===== src/rtl/instr_fetch.sv =====
// RV32I fetch stage: owns the PC, issues single-outstanding word fetches and
// presents the fetched instruction through the IF/ID register with a skid entry.
module instr_fetch #(
  parameter logic [31:0] RESET_PC  = 32'h0000_0000,
  parameter logic [31:0] NOP_INSTR = 32'h0000_0013
) (
  input  logic        clk,
  input  logic        rst,
  input  logic        stall,
  input  logic        redirect_valid,
  input  logic [31:0] redirect_target,
  output logic        imem_req,
  output logic [31:0] imem_addr,
  input  logic        imem_gnt,
  input  logic        imem_rvalid,
  input  logic [31:0] imem_rdata,
  output logic        if_valid,
  output logic [31:0] if_pc,
  output logic [31:0] if_instr,
  output logic [6:0]  if_opcode,
  output logic        misalign_err
);

  typedef enum logic [1:0] {S_IDLE, S_REQ, S_WAIT, S_DROP} state_t;

  state_t      r_state;
  state_t      w_state_nxt;
  logic [31:0] r_pc;
  logic [31:0] r_resp_pc;
  logic        r_if_valid;
  logic [31:0] r_if_pc;
  logic [31:0] r_if_instr;
  logic        r_skid_valid;
  logic [31:0] r_skid_pc;
  logic [31:0] r_skid_instr;
  logic        r_misalign;
  logic        w_accept;
  logic        w_resp;
  logic        w_unused;

  assign w_accept = imem_req & imem_gnt;
  assign w_resp   = (r_state == S_WAIT) & imem_rvalid;
  // JALR semantics: bit 0 of the target never reaches the PC.
  assign w_unused = redirect_target[0];

  always_ff @(posedge clk) begin
    if (rst) r_state <= S_IDLE;
    else     r_state <= w_state_nxt;
  end

  always_comb begin
    w_state_nxt = r_state;
    case (r_state)
      S_IDLE: w_state_nxt = S_REQ;
      S_REQ: begin
        // A grant coinciding with a redirect leaves a response in flight to drop.
        if (redirect_valid) w_state_nxt = w_accept ? S_DROP : S_REQ;
        else if (w_accept)  w_state_nxt = S_WAIT;
      end
      S_WAIT: begin
        if (imem_rvalid)         w_state_nxt = S_REQ;
        else if (redirect_valid) w_state_nxt = S_DROP;
      end
      S_DROP: begin
        if (imem_rvalid) w_state_nxt = S_REQ;
      end
      default: w_state_nxt = S_IDLE;
    endcase
  end

  always_comb begin
    imem_req  = (r_state == S_REQ) && !r_skid_valid;
    imem_addr = r_pc;
  end

  always_ff @(posedge clk) begin
    if (rst) begin
      r_pc         <= RESET_PC;
      r_resp_pc    <= RESET_PC;
      r_if_valid   <= 1'b0;
      r_if_pc      <= 32'h0;
      r_if_instr   <= NOP_INSTR;
      r_skid_valid <= 1'b0;
      r_skid_pc    <= 32'h0;
      r_skid_instr <= NOP_INSTR;
      r_misalign   <= 1'b0;
    end else begin
      r_misalign <= redirect_valid & redirect_target[1];
      if (redirect_valid) r_pc <= {redirect_target[31:2], 2'b00};
      else if (w_accept)  r_pc <= r_pc + 32'd4;
      if (w_accept) r_resp_pc <= r_pc;

      if (redirect_valid) begin
        r_if_valid   <= 1'b0;
        r_skid_valid <= 1'b0;
      end else if (r_if_valid && stall) begin
        if (w_resp) begin
          r_skid_valid <= 1'b1;
          r_skid_pc    <= r_resp_pc;
          r_skid_instr <= imem_rdata;
        end
      end else if (r_skid_valid) begin
        r_if_valid   <= 1'b1;
        r_if_pc      <= r_skid_pc;
        r_if_instr   <= r_skid_instr;
        r_skid_valid <= 1'b0;
      end else if (w_resp) begin
        r_if_valid <= 1'b1;
        r_if_pc    <= r_resp_pc;
        r_if_instr <= imem_rdata;
      end else begin
        r_if_valid <= 1'b0;
      end
    end
  end

  assign if_valid     = r_if_valid;
  assign if_pc        = r_if_pc;
  assign if_instr     = r_if_instr;
  assign if_opcode    = r_if_instr[6:0];
  assign misalign_err = r_misalign;

endmodule


===== config.mk =====
export PLATFORM = sky130hd
export DESIGN_NAME = instr_fetch
export DESIGN_NICKNAME = d
export VERILOG_FILES = /design/src/rtl/instr_fetch.sv
export SDC_FILE = /design/constraint.sdc
export NUM_CORES = 1
export LEC_CHECK = 0
export ABC_CLOCK_PERIOD_IN_PS = 5800
export BUFFER_PORTS_ARGS = -buffer_cell sky130_fd_sc_hd__clkbuf_2
export CORE_MARGIN = 2
export CORE_UTILIZATION = 40
export DETAILED_ROUTE_END_ITERATION = 8
export GPL_ROUTABILITY_DRIVEN = 0
export PLACE_DENSITY_LB_ADDON = 0.15
export REMOVE_ABC_BUFFERS = 1
export SETUP_SLACK_MARGIN = 0.05
export SLEW_MARGIN = 5
export SYNTH_ARGS = -nofsm -noshare
export SYNTH_HDL_FRONTEND = slang
export SYNTH_SLANG_ARGS = --single-unit

===== constraint.sdc =====
create_clock -name clk -period 5.8 [get_ports clk]
set_input_delay 0.87 -clock clk [delete_from_list [all_inputs] [get_ports clk]]
set_output_delay 0.87 -clock clk [all_outputs]
set_load 0.1 [all_outputs]

### Word level (Yosys, flattened, before mapping)

Index checks and enable logic that the tools add are counted.

* register bits after elaboration: 197
* bits of input ports: 70
* output and inout port bits: 106
* word-level logic and storage cells: 49

* equal/unequal tests: 6
* reduce and logical (&&, ||, !) cells: 11
* $add $sub $neg: 1
* bitwise gates (word level): 5
* mux-type cells: 15

Operators with widths (count)
* 32-bit 2-to-1 mux: 6
* 32-bit by 3-bit adder with 32-bit output, second input constant: 1
* 2-bit 2-to-1 mux: 6
* 3-bit AND reduction: 3
* 2-bit one-hot mux with 4 select lines: 1
* 3-bit inequality test, second input constant: 2
* 2-bit equality test, second input constant: 2
* 2-bit nonzero test: 2
* 1-bit AND: 3
* 3-bit OR reduction: 1
* 2-bit by 1-bit equality test with 1-bit output, second input constant: 1
* 1-bit logical AND: 2
* 2-bit logical NOT: 1
* 1-bit 2-to-1 mux: 2
* 2-bit inequality test, second input constant: 1
* 1-bit NOT: 2
* 2-bit OR reduction: 1
* 1-bit logical NOT: 1

### Depth between registers and ports, before layout

* word-level depth: 6
* depth in mapped cells: 10
* depth with buffers taken out: 7

### Worst setup path after synthesis

OpenSTA, ideal clock, no wires.

* path type: register to output
* start point: register r_skid_valid
* end point: output imem_req
* setup slack: 2765 ps
* path buffers: 2
* stages on the path, launching flop included: 4
* data required time: 4930 ps
* arrival: 2165 ps
* path through: dfxtp_1 > buf_2 > buf_1 > nor2b_1

* cells in the longest elaborated chain, start to end: 2

Ends and longest elaborated chain
* start, declared: RTL line 33 `logic r_skid_valid;`
* start signal, assigned: RTL line 83 `r_skid_valid <= 1'b0;`
* start signal, assigned: RTL line 95 `r_skid_valid <= 1'b0;`
* start signal, assigned: RTL line 98 `r_skid_valid <= 1'b1;`
* 1-bit logical NOT: RTL line 72 `imem_req = (r_state == S_REQ) && !r_skid_valid;`
* 1-bit logical AND: RTL line 72
* end, declared: RTL line 12 `output logic imem_req,`

No other way between the ends.

### Worst setup path in the final report

Same ends and word-level chain as after synthesis.

==> run summary <==
The worst pin sits at a relative slew slack of 31.0%. The most critical setup path has its startpoint at r_skid_valid$_SDFFE_PP0P_. The floorplan step defined a core boundary enclosing 19300 um^2.

The tools report the end of the worst hold path as r_skid_pc[9]$_SDFFE_PP0P_. Post-synthesis instance area: 7840 um^2. Walking the worst path, the cells encountered are buf_4 -> nor2b_1 -> clkbuf_2. After layout, the minimum clock period comes to 3.19 ns. The tools report the capture point of the worst reg-to-reg path as imem_addr[25]$_SDFFE_PP0P_. Clock transition at the register clock pins on the worst setup and hold paths after CTS: 0.07 ns. Setup slack closes at 2.61 ns. For this run, design rule violations remaining after detail routing come to 0. The number of port buffers is 170, and the buffers plus inverters on the worst setup path is 2.

The die outline area is 20700 um^2, and the synthesized area divided by synthesized cell count is 8.55 um^2. The worst register-to-register path begins at r_skid_valid$_SDFFE_PP0P_. The data required time of the critical path came out at 4.93 ns. The critical path in this run is classified as reg -> out. For the number of standard-cell rows in the floorplan, the log shows 51. The largest single stage delay on the critical path is 0.80 ns. The total area of sequential cells is 3790 um^2, and the proportion of layout cells with a drive suffix above 1 is 21.4%.

Summed over all layers, the routed wires come to 19200 um. The aggregate global-route resource usage was 18.6%; the total global routing overflow was 0. The gate family responsible for the most delay along the worst path was buffers and inverters.

For the number of buffers created by CTS, the log shows 17. The detailed router finished its first iteration with 282 violations. Before CTS, the worst setup slack after placement is 2.81 ns. The peak fanout along the critical path is 52. STA classifies the critical path startpoint as a flop.

After filler insertion, the fill cell instance count of the layout stands at 1940. The synthesized instance count came out at 917. The worst hold path passes through 2 cells. STA puts the critical path data arrival time at 2.32 ns.

Post-cts gate resize count: 0. The tool flagged a number of max-cap violations equal to 0. The ratio of total power to cell area was 328 nW/um^2; the final-report max-slew violation count was 0.

The startpoint identified for the worst hold timing path is r_skid_pc[9]$_SDFFE_PP0P_. Counting flops with an async set or reset pin after synthesis yields a share of 0%. Once detail routing completed, the nets flagged for antenna violations numbered 0.

The most instantiated flip-flop cell in the synthesis netlist was sky130_fd_sc_hd__dfxtp_1. The tools report the CTS root buffer as sky130_fd_sc_hd__clkbuf_16. The logs give 189 for the number of clock sinks seen by CTS and 0.42 ns for the source-to-sink clock delay at the later pin of the worst-skew pair. During synthesis, Yosys emitted a total of 0 warnings. Entering global routing, the biggest net connects 133 pins. The number of nets in the layout is 1111. Summed over all cells, the static leakage comes to 0.00337 uW. The number of detailed-routing iterations run before antenna repair was 4. The path class of the tightest hold or removal check is reg -> reg. The setup check on the worst reg-to-reg path leaves a slack of 3.09 ns.

The final count of hold timing violations was 0; the I/O pin total was 176. Via density per instance: 4.89. The tools report the H-tree level count as 4. The logs give 6431 for the total vias in the final route and 2 for the maximum buffer depth of the clock tree. Once the floorplan was initialized, standard cells occupied 40.6% of the core.

The placed wire-length estimate is 11900 um, and the number of library cell types mapped by synthesis is 42. Measured along the y axis, the die boundary spans 144 um. From synthesis to final layout, the design area changed by 20.0%. The top achievable clock speed is 314 MHz, and the wire length of the first global-routing pass is 30400 um.

The completed layout was analyzed and its total power is 3090 uW. The number of cells on the worst reg-to-reg path was 6; the worst-margin pin slew was 1.03 ns. Setup repair after global routing left no endpoint under its margin.

The number of global-route vias before repair was 5747. In the final routed layout, each cell accounts on average for 14.6 um. The run gives 0 as the count of antenna diodes in the layout. Setup violations remaining at the end of the flow were counted as 0. After clock tree synthesis, the setup repair step added 0 buffers.

The number of register bits inferred by synthesis was 189. The count of flip-flops with a built-in enable after synthesis came out at 0. The category of the worst setup path capture point was an output pin. For this run, the register share of the synthesized area comes to 48.3%.

The die is 144 um wide. On the critical path, the stage with the largest delay is an instance of sky130_fd_sc_hd__buf_4. The initial antenna violation count is 0, and the hold buffer count at cts is 0. The multi-input combinational cells in the finished layout cover a total of 3710 um^2.

The share of the cycle needed by the critical path after routing was 54.9%. TritonCTS built the clock tree. The flow ran to the end, and the final reports show no timing, DRC or antenna violations. IR analysis of the VDD net gives a maximum drop of 185 uV. The clock arrives with 0.00933 ns of skew.
## through the flow
step	utilization (%)	hold slack, ns	std cells	setup TNS [ns]	instance area (um^2)
detailed placement	45.4	0.446	1283	0	8780
CTS	48.7	0.456	1315	0	9410
floorplan	-	0.430	839	-225.17	7500
global placement	45.4	0.441	1283	0	8780
finish	48.7	0.454	1315	0	9410
global route	48.7	0.469	1315	0	9410
## worst min-delay path: stages (launching register included)
cell and delay (ns):
sky130_fd_sc_hd__dfxtp_1 0.31, sky130_fd_sc_hd__nand2_1 0.05, sky130_fd_sc_hd__a21oi_1 0.05
## final cells by class
type | count | area share [%]
multi-input cells | 645 | 39.5
clock buffers | 17 | 4.52
inverters | 5 | 0.199
flip-flops and latches | 189 | 40.2
repair buffers | 179 | 9.83
well taps | 265 | 3.52
clock inverters | 15 | 2.22
## sequential cells by signal, summed over array words and instances (netlist names), 2 cells and up
name / cells
r_skid_instr: 32
r_skid_pc: 30
r_resp_pc: 30
imem_addr: 30
if_pc: 30
if_instr: 32
r_state: 2
## worst max path at each step
stage / endpoint / slack [ns] / cells past startpoint
floorplan: if_instr[10]$_SDFFE_PP0P_ / -3.82 / 3
global placement: if_instr[18]$_SDFFE_PP0P_ / 2.88 / 6
detailed placement: if_pc[20]$_SDFFE_PP0P_ / 2.81 / 6
CTS: imem_req / 2.56 / 3
global route: imem_req / 2.49 / 3
finish: imem_req / 2.61 / 3
## cells in the mapped netlist, types with 3 or more instances
master                     number  area share [%]
sky130_fd_sc_hd__a211o_1        4            0.45
sky130_fd_sc_hd__xnor2_1       10             1.1
sky130_fd_sc_hd__buf_4         11             1.1
sky130_fd_sc_hd__buf_1          8            0.38
sky130_fd_sc_hd__a21oi_1       99             6.3
sky130_fd_sc_hd__nor2_1        93             4.5
sky130_fd_sc_hd__mux2i_1       65             8.3
sky130_fd_sc_hd__nand2_1      201             9.6
sky130_fd_sc_hd__and3_1         4            0.32
sky130_fd_sc_hd__clkbuf_1      60             2.9
sky130_fd_sc_hd__nor4_1         3            0.24
sky130_fd_sc_hd__a211oi_1      82             7.9
sky130_fd_sc_hd__and4_1         3            0.34
sky130_fd_sc_hd__nor3_1         5            0.32
sky130_fd_sc_hd__dfxtp_1      189              48
sky130_fd_sc_hd__ha_1           4            0.64
sky130_fd_sc_hd__nand3_1       15            0.96
sky130_fd_sc_hd__xor2_1        19             2.1
sky130_fd_sc_hd__nand4_1        6            0.48
sky130_fd_sc_hd__nand3b_1       5            0.48
sky130_fd_sc_hd__inv_1          5            0.24
## routing by layer
layer / share of wire (%) / vias up / global-route usage [%]
li1: - / 3377 / -
met1: 49 / 2901 / 25.5
met2: 45 / 131 / 29.3
met3: 3.6 / 22 / 3.25
met4: 1.6 / 0 / 6.76
met5: 0 / - / 0
## logic make-up after synthesis
group                    count (synthesis)  share of synthesized area, %
other                                    1                        0.0478
multiplexers                            65                          8.30
AO/OA/AOI/OAI                          189                          15.0
XOR/XNOR                                29                          3.24
flip-flops                             189                          48.3
adder cells (fa/ha/maj)                  4                         0.638
buffers and inverters                   86                          4.68
AND/OR/NAND/NOR                        354                          19.8
## report_power, final
group / total (uW) / switching [uW] / leakage [uW] / internal [uW]
clock: 1270 / 533 / 0.000312 / 733
sequential: 1380 / 41.2 / 0.00153 / 1340
combinational: 444 / 354 / 0.00152 / 90.0
## placed cells by master, fill, tap and decap left out, types with 6 or more instances in the layout
| master | netlist | routed |
|---|---|---|
| sky130_fd_sc_hd__mux2i_1 | 65 | 65 |
| sky130_fd_sc_hd__nor2_1 | 93 | 93 |
| sky130_fd_sc_hd__a211oi_1 | 82 | 82 |
| sky130_fd_sc_hd__nand3_1 | 15 | 15 |
| sky130_fd_sc_hd__xnor2_1 | 10 | 10 |
| sky130_fd_sc_hd__clkbuf_16 | 0 | 17 |
| sky130_fd_sc_hd__a21oi_1 | 99 | 99 |
| sky130_fd_sc_hd__clkbuf_2 | 0 | 169 |
| sky130_fd_sc_hd__dfxtp_1 | 189 | 188 |
| sky130_fd_sc_hd__xor2_1 | 19 | 19 |
| sky130_fd_sc_hd__buf_4 | 11 | 9 |
| sky130_fd_sc_hd__nand2_1 | 201 | 201 |
| sky130_fd_sc_hd__nand4_1 | 6 | 6 |
Power figures use the tool's default switching activity.
